<file path="src/rtl/zero_count_scheduler_if.sv">
// Bundle between two requesters, a result consumer and the shared
// zero-counting engine.
//   req0/data0/gnt0 : requester 0 word handshake (gnt is combinational)
//   req1/data1/gnt1 : requester 1 word handshake
//   busy            : engine not idle
//   res_valid/res_ready/res_count/res_id : result handshake, tagged by requester
// Modports: master = requesters + consumer side, slave = the scheduler.
interface zero_count_scheduler_if #(
  parameter int WIDTH = 8,
  parameter int CNT_W = 4
);
  logic             req0;
  logic [WIDTH-1:0] data0;
  logic             gnt0;
  logic             req1;
  logic [WIDTH-1:0] data1;
  logic             gnt1;
  logic             busy;
  logic             res_valid;
  logic             res_ready;
  logic [CNT_W-1:0] res_count;
  logic             res_id;

  modport master (
    output req0, data0, req1, data1, res_ready,
    input  gnt0, gnt1, busy, res_valid, res_count, res_id
  );

  modport slave (
    input  req0, data0, req1, data1, res_ready,
    output gnt0, gnt1, busy, res_valid, res_count, res_id
  );
endinterface

</file>
<file path="src/rtl/zero_count_scheduler.sv">
// Shared bit-serial zero counter with two round-robin requesters.
// A granted word is captured, its zero bits are counted one per cycle over
// WIDTH cycles, and the count is returned with the requester id through a
// valid/ready result port.
//   clk : rising-edge clock
//   rst : synchronous active-high reset
//   bus : zero_count_scheduler_if.slave (requests, grants, busy, result)
module zero_count_scheduler #(
  parameter int WIDTH = 8,
  parameter int CNT_W = 4
) (
  input logic                   clk,
  input logic                   rst,
  zero_count_scheduler_if.slave bus
);

  localparam int IDX_W = (WIDTH > 1) ? $clog2(WIDTH) : 1;

  typedef enum logic [1:0] {IDLE, COUNT, DONE} state_t;

  state_t           state;
  logic [WIDTH-1:0] shift;
  logic [CNT_W-1:0] acc;
  logic [IDX_W-1:0] idx;
  logic             last;

  logic             idle;
  logic             pick1;
  logic             take;
  logic [CNT_W-1:0] acc_nxt;

  // Requester 1 wins when alone, or when both ask and 0 was served last.
  always_comb begin
    idle    = (state == IDLE);
    pick1   = bus.req1 & (~bus.req0 | ~last);
    take    = idle & (bus.req0 | bus.req1);
    acc_nxt = acc + {{(CNT_W-1){1'b0}}, ~shift[0]};
  end

  assign bus.gnt1 = idle & pick1;
  assign bus.gnt0 = idle & bus.req0 & ~pick1;
  assign bus.busy = ~idle;

  always_ff @(posedge clk) begin
    if (rst) begin
      state         <= IDLE;
      shift         <= '0;
      acc           <= '0;
      idx           <= '0;
      last          <= 1'b1;
      bus.res_valid <= 1'b0;
      bus.res_count <= '0;
      bus.res_id    <= 1'b0;
    end else begin
      case (state)
        IDLE: begin
          if (take) begin
            shift      <= pick1 ? bus.data1 : bus.data0;
            acc        <= '0;
            idx        <= '0;
            bus.res_id <= pick1;
            last       <= pick1;
            state      <= COUNT;
          end
        end
        COUNT: begin
          acc   <= acc_nxt;
          shift <= shift >> 1;
          idx   <= idx + 1'b1;
          // acc_nxt already includes the final bit, so publish it directly.
          if (idx == IDX_W'(WIDTH-1)) begin
            bus.res_count <= acc_nxt;
            bus.res_valid <= 1'b1;
            state         <= DONE;
          end
        end
        DONE: begin
          if (bus.res_ready) begin
            bus.res_valid <= 1'b0;
            state         <= IDLE;
          end
        end
        default: state <= IDLE;
      endcase
    end
  end

endmodule

</file>
<file path="src/flat_wrapper.sv">
// flat-port wrapper written by rule: the top's interface ports become plain ports
module zero_count_scheduler_flat 
#(
  parameter int WIDTH = 8,
  parameter int CNT_W = 4
)
  (clk, rst, bus_req0, bus_data0, bus_req1, bus_data1, bus_res_ready, bus_gnt0, bus_gnt1, bus_busy, bus_res_valid, bus_res_count, bus_res_id);
  zero_count_scheduler_if #(.WIDTH(WIDTH), .CNT_W(CNT_W)) bus_i ();
  input logic clk;
  input logic rst;
  input wire logic [$bits(bus_i.req0)-1:0] bus_req0;
  input wire logic [$bits(bus_i.data0)-1:0] bus_data0;
  input wire logic [$bits(bus_i.req1)-1:0] bus_req1;
  input wire logic [$bits(bus_i.data1)-1:0] bus_data1;
  input wire logic [$bits(bus_i.res_ready)-1:0] bus_res_ready;
  output wire logic [$bits(bus_i.gnt0)-1:0] bus_gnt0;
  output wire logic [$bits(bus_i.gnt1)-1:0] bus_gnt1;
  output wire logic [$bits(bus_i.busy)-1:0] bus_busy;
  output wire logic [$bits(bus_i.res_valid)-1:0] bus_res_valid;
  output wire logic [$bits(bus_i.res_count)-1:0] bus_res_count;
  output wire logic [$bits(bus_i.res_id)-1:0] bus_res_id;
  assign bus_i.req0 = bus_req0;
  assign bus_i.data0 = bus_data0;
  assign bus_i.req1 = bus_req1;
  assign bus_i.data1 = bus_data1;
  assign bus_i.res_ready = bus_res_ready;
  assign bus_gnt0 = bus_i.gnt0;
  assign bus_gnt1 = bus_i.gnt1;
  assign bus_busy = bus_i.busy;
  assign bus_res_valid = bus_i.res_valid;
  assign bus_res_count = bus_i.res_count;
  assign bus_res_id = bus_i.res_id;
  zero_count_scheduler #(.WIDTH(WIDTH), .CNT_W(CNT_W)) u_core (.clk(clk), .rst(rst), .bus(bus_i));
endmodule
</file>
<file path="config.mk">
export PLATFORM = sky130hd
export DESIGN_NAME = zero_count_scheduler_flat
export DESIGN_NICKNAME = d
export VERILOG_FILES = /design/src/rtl/zero_count_scheduler_if.sv /design/src/rtl/zero_count_scheduler.sv /design/src/flat_wrapper.sv
export SDC_FILE = /design/constraint.sdc
export NUM_CORES = 1
export LEC_CHECK = 0
export ABC_AREA = 1
export CAP_MARGIN = 5
export CORE_ASPECT_RATIO = 0.7
export CORE_MARGIN = 1
export CORE_UTILIZATION = 48
export DETAILED_ROUTE_END_ITERATION = 10
export MAX_ROUTING_LAYER = met4
export PLACE_DENSITY = 0.88
export RECOVER_POWER = 25
export SLEW_MARGIN = 20
export SYNTH_ARGS = -nofsm -noshare
export SYNTH_HDL_FRONTEND = slang
export SYNTH_SLANG_ARGS = --single-unit
</file>
<file path="constraint.sdc">
create_clock -name clk -period 1.5 [get_ports clk]
set_input_delay 0.45 -clock clk [delete_from_list [all_inputs] [get_ports clk]]
set_output_delay 0.45 -clock clk [all_outputs]
set_load 0.01 [all_outputs]
</file>
* After elaboration in Yosys (flattened, before gate mapping)
Index checks and enable logic that the tools add are counted.
** Storage, ports and cells
- Register bits :: 24
- Latch bits :: 0
- Bits in writable memories :: 0
- Memory bits (read-only) :: 0
- Word-level logic and storage cells :: 50
- Memories :: 0
** Cells by class
- Add/sub/neg operators :: 2
- $mul :: 0
- Div/mod/pow operators :: 0
- Order comparisons :: 0
- Equal/unequal tests :: 6
- Shifts and indexed selects :: 0
- Muxes and demuxes :: 14
- Bitwise gates (word level) :: 12
- Reductions and logical operators :: 8
** Operators with widths (number)
- $mux W8 :: 2
- $pmux W8 S2 :: 1
- $pmux W4 S2 :: 1
- $mux W2 :: 3
- $pmux W2 S3 :: 1
- $pmux W3 S2 :: 1
- $reduce_and A2 Y1 :: 3
- $reduce_and A3 Y1 :: 2
- $and A1 B1 Y1 :: 5
- $not A1 Y1 :: 5
- $add A4 B1 Y4 :: 1
- $mux W4 :: 1
- $ne A2 B2 Y1 const B :: 2
- $reduce_bool A2 Y1 :: 2
- $add A3 B1 Y3 const B :: 1
- $eq A3 B3 Y1 const B :: 1
- $mux W3 :: 1
- $eq A2 B1 Y1 const B :: 1
- $eq A2 B2 Y1 const B :: 1
- $logic_not A2 Y1 :: 1
- $mux W1 :: 2
- $ne A2 B1 Y1 const B :: 1
- $or A1 B1 Y1 :: 2
- $pmux W1 S2 :: 1

* Depth between registers and ports, before layout
- Word-level depth :: 6
- Depth in mapped cells :: 8
- Gate-level depth less buffers :: 7

* Least setup slack after synthesis
No wires, ideal clock.
- Path kind :: input port to output port
- Start point :: input port bus_req1
- End point :: output port bus_gnt0
- Arrival :: 0.971 ns
- Setup slack :: 0.079 ns
- Stages on the path :: 4
- Path buffers :: 1
- Cells stage by stage :: buf_2 > nand2_2 > nand2_1 > nor2_1
** On the way
- Cells in the longest elaborated chain, start to end :: 3
** RTL lines
- start, declared :: line flat_wrapper.sv:13 : input wire logic [$bits(bus_i.req1)-1:0] bus_req1;
- $and A1 B1 Y1 :: line zero_count_scheduler.sv:35 : pick1 = bus.req1 & (~bus.req0 | ~last);
- $not A1 Y1 :: line zero_count_scheduler.sv:41 : assign bus.gnt0 = idle & bus.req0 & ~pick1;
- $and A1 B1 Y1 :: line zero_count_scheduler.sv:41
- end, declared :: line flat_wrapper.sv:16 : output wire logic [$bits(bus_i.gnt0)-1:0] bus_gnt0;
No other way between the ends.

* Worst setup path in the final report
- Start point :: register u_core.last
- End point :: output port bus_gnt0
** On the way
- Cells in the longest elaborated chain, start to end :: 5
** RTL lines
- start, declared :: line zero_count_scheduler.sv:25 : logic last;
- start signal, assigned :: line zero_count_scheduler.sv:62 : last <= pick1;
- $not A1 Y1 :: line zero_count_scheduler.sv:35
- $or A1 B1 Y1 :: line zero_count_scheduler.sv:35
- $and A1 B1 Y1 :: line zero_count_scheduler.sv:35
- $not A1 Y1 :: line zero_count_scheduler.sv:41
- $and A1 B1 Y1 :: line zero_count_scheduler.sv:41
No other way between the ends.

==> results.yml <==
hold_path:
  holdPathStages: 2
  whs_endpoint: "u_core.bus.res_count[1]$_SDFFE_PP0P_"
  hp-start: "u_core.bus.res_count[1]$_SDFFE_PP0P_"
  hold_path_class: "reg -> reg"
cts:
  numCtsBuffers: 3
  cts_buffer_depth: 2
  clk_pin_slew_ns: 0.09
  h-tree-depth: 1
  cts_sinks: 24
  cts_root_buf: "clkbuf_8"
  clock_latency_ns: 0.27
  cts_tree: "built"
detailed_routing:
  vias: 1289
  drt-pass1-iter-count: 4
  drt_wl_total_um: 2840
  final_antenna_net_count: 0
  drc_errors: 0
  wire_per_inst_um: 10.8
  drtIter0Drc: 59
  vias_per_cell: 4.92
power:
  p_leak_nw: 0.854
  power_mw: 1.61
  p_per_area_nw_per_um2: 919
  ir_worst_vdd_mv: 0.450
logic_synthesis:
  synth_compound_area_share_pct: 10.4
  ys_top_cells_by_area: "dfxtp_1 (38%), nand2_1 (12%), a21oi_1 (8.3%)"
  syn_avg_cell_area_sq_um: 6.86
  ys.flop_type: "dfxtp_1"
  syn_area_sq_um: 1260
  synth_top_area_cell: "dfxtp_1"
  synth_adder_area_share_pct: 3.96
  synthCells: 184
  yosys-top-cells-count: "nand2_1 (41), dfxtp_1 (24), inv_1 (24)"
  synthMuxAreaShare_pct: 0
  synth.most_common_cell: "nand2_1"
  ys_seq_area_share_pct: 38.1
  synth_xor_area_share_pct: 0.694
  synthSimpleGateAreaFrac_pct: 35.1
  ys_types: 24
  yosysWarnings: 0
  synth_edf_count: 0
  synth.top_cell.area_share_pct: 38.1
  syn-num-nets: 209
  async_flop_share_pct: 0
  ys_ff_latch: 24
  synth_top_family_by_area: "simple AND/OR/NAND/NOR gates"
timing:
  setup_ws_ns: 0.0141
  drv_slew: 0
  min_period_ns: 1.49
  rsz0062_at_grt: "true"
  relSlewSlack_pct: 69.1
  max_freq_mhz: 673
  period_share_pct: 99.1
  finalHoldViolCount: 0
  fin_tns_setup_ns: 0
  setup_viol: 0
  clock_skew_ns: 0.00520
  worst_pin_slew_ns: 0.462
floorplan:
  ios: 30
  die_area_sq_um: 2840
  core_sq_um: 2480
  row_count: 15
  start_util_pct: 51.0
  die_h_um: 44.9
  die_x_um: 63.3
global_routing:
  grtUsageMet1_pct: 25.1
  grt_usage_pct: 21.6
  antenna_found_initial: 0
  grt.overflow.total: 0
  top_usage_layer: "met2"
  grtUsageMet3_pct: 6.06
  grt_pass1_wl_um: 4600
  grt_max_degree: 20
  gr-usage-met2_pct: 39.1
  grt_pass1_vias: 1121
worst_setup_path:
  cpMaxStageDelayCell: "dfxtp_2"
  start_kind: "flip-flop"
  worst-setup-path-type: "reg -> out"
  r2r_start: "u_core.state[1]$_SDFFE_PP0P_"
  cp_max_fo: 4
  crit_chain: "nand2_2 > nand2_4 > nand2_2 > nor2_1 > buf_2"
  reg2reg_slack_ns: 0.05
  crit_path_frequent_cell: "nand2_2"
  critPathArrivalTime_ns: 1.04
  worstSetupEndpointType: "output port"
  rr_worst_depth: 7
  reg2reg_to: "u_core.shift[7]$_SDFFE_PP0P_"
  slowest_delay_ns: 0.36
  required_ns: 1.05
flow_run:
  max_cap_viol_count: 0
cells_and_area:
  fin_area_sq_um: 1750
  diodes: 0
  drive_gt1_share_pct: 18.4
  nNetsFinal: 254
  area_growth_pct: 38.8
placement:
  port_buffers: 29
  dpl-instance-area_sq_um: 1670
  dp_slack_ns: -0.775
  post-dp-hpwl_um: 2040
  gp_congestion: 0.825
outcome:
  status: "complete, no violations"
layout make-up:
type | count | area [sq um]
tap | 34 | 42.5
sequential | 24 | 484
inverter | 27 | 101
clock buffer | 3 | 41.3
clock inverter | 1 | 30.0
timing repair buffer | 47 | 417
fill | 200 | 726
multi-input combinational | 126 | 636
critical path: cells and delay by family, from the launching register on:
family	cells	cell delay [ns]
simple gates	4	0.28
buf+inv	1	0.13
flops	1	0.36
registers in the layout (all words and copies together) (netlist names):
name / count
u_core.acc: 4
u_core.bus.res_count: 4
u_core.bus.res_id: 1
u_core.bus.res_valid: 1
u_core.idx: 3
u_core.last: 1
u_core.shift: 8
u_core.state: 2
what timing repair did:
item,CTS,global route
buffers inserted,3,1
hold buffers,0,0
endpoints found under the setup margin,21,3
pin swaps,2,3
resized for setup,24,8
hold endpoints to repair,0,0
through the flow:
stage | cells | hold slack (ns) | util, %
after floorplan | 184 | 0.439 | -
after global placement | 254 | 0.449 | 67.2
after detailed placement | 254 | 0.455 | 67.2
after CTS | 261 | 0.465 | 70.4
after global routing | 262 | 0.483 | 70.7
final | 262 | 0.463 | 70.7
logic make-up after synthesis:
| group | Yosys count |
|---|---|
| AND/OR/NAND/NOR | 96 |
| AO/OA/AOI/OAI | 25 |
| buffers and inverters | 34 |
| flip-flops | 24 |
| adder cells (fa/ha/maj) | 4 |
| XOR/XNOR | 1 |
per-layer routing:
| metal | vias up | part of all wire, % |
|---|---|---|
| met3 | 2 | 5.2 |
| met4 | 0 | 0.32 |
| met5 | - | 0 |
| met1 | 588 | 47 |
| met2 | 30 | 48 |
| li1 | 669 | - |
power by group:
part           total (mW)  internal, mW  switching (mW)
logic               0.351         0.169           0.182
clock network       0.564         0.357           0.207
registers           0.696         0.678          0.0182
total                1.61          1.20           0.407
placed cells by master, fill, tap and decap left out:
cell	netlist	layout
o21ai_0	1	1
nor2_4	2	1
nor2_1	19	20
nor2_2	1	1
a21oi_1	21	21
buf_4	1	17
nand3_1	21	21
xor2_1	1	1
buf_2	2	2
bufinv_16	0	1
buf_12	0	1
clkbuf_2	0	1
nand2_1	41	39
o21a_1	1	1
nand4_1	1	1
buf_6	2	1
nand2_2	3	4
o21ai_2	1	1
clkdlybuf4s50_1	0	18
inv_1	24	22
dlygate4sd2_1	0	6
clkbuf_8	0	3
inv_2	3	5
nand3b_1	7	7
dfxtp_2	0	3
and2_1	1	1
dfxtp_1	24	21
o21ai_1	1	1
ha_1	4	4
clkdlybuf4s15_1	0	1
nand2_4	0	1
worst max path at each step:
stage	startpoint	end	slack, ns	cells past startpoint
2_1_floorplan	bus_req1	bus_gnt0	0.08	4
3_3_place_gp	bus_req0	bus_gnt0	-0.73	6
3_5_place_dp	bus_req0	bus_gnt0	-0.78	6
4_1_cts	u_core.last$_SDFFE_PP1P_	bus_gnt1	0.006	6
5_1_grt	u_core.last$_SDFFE_PP1P_	bus_gnt0	-0.03	5
6_report	u_core.last$_SDFFE_PP1P_	bus_gnt0	0.01	5
(Power assumes the default switching activity.)
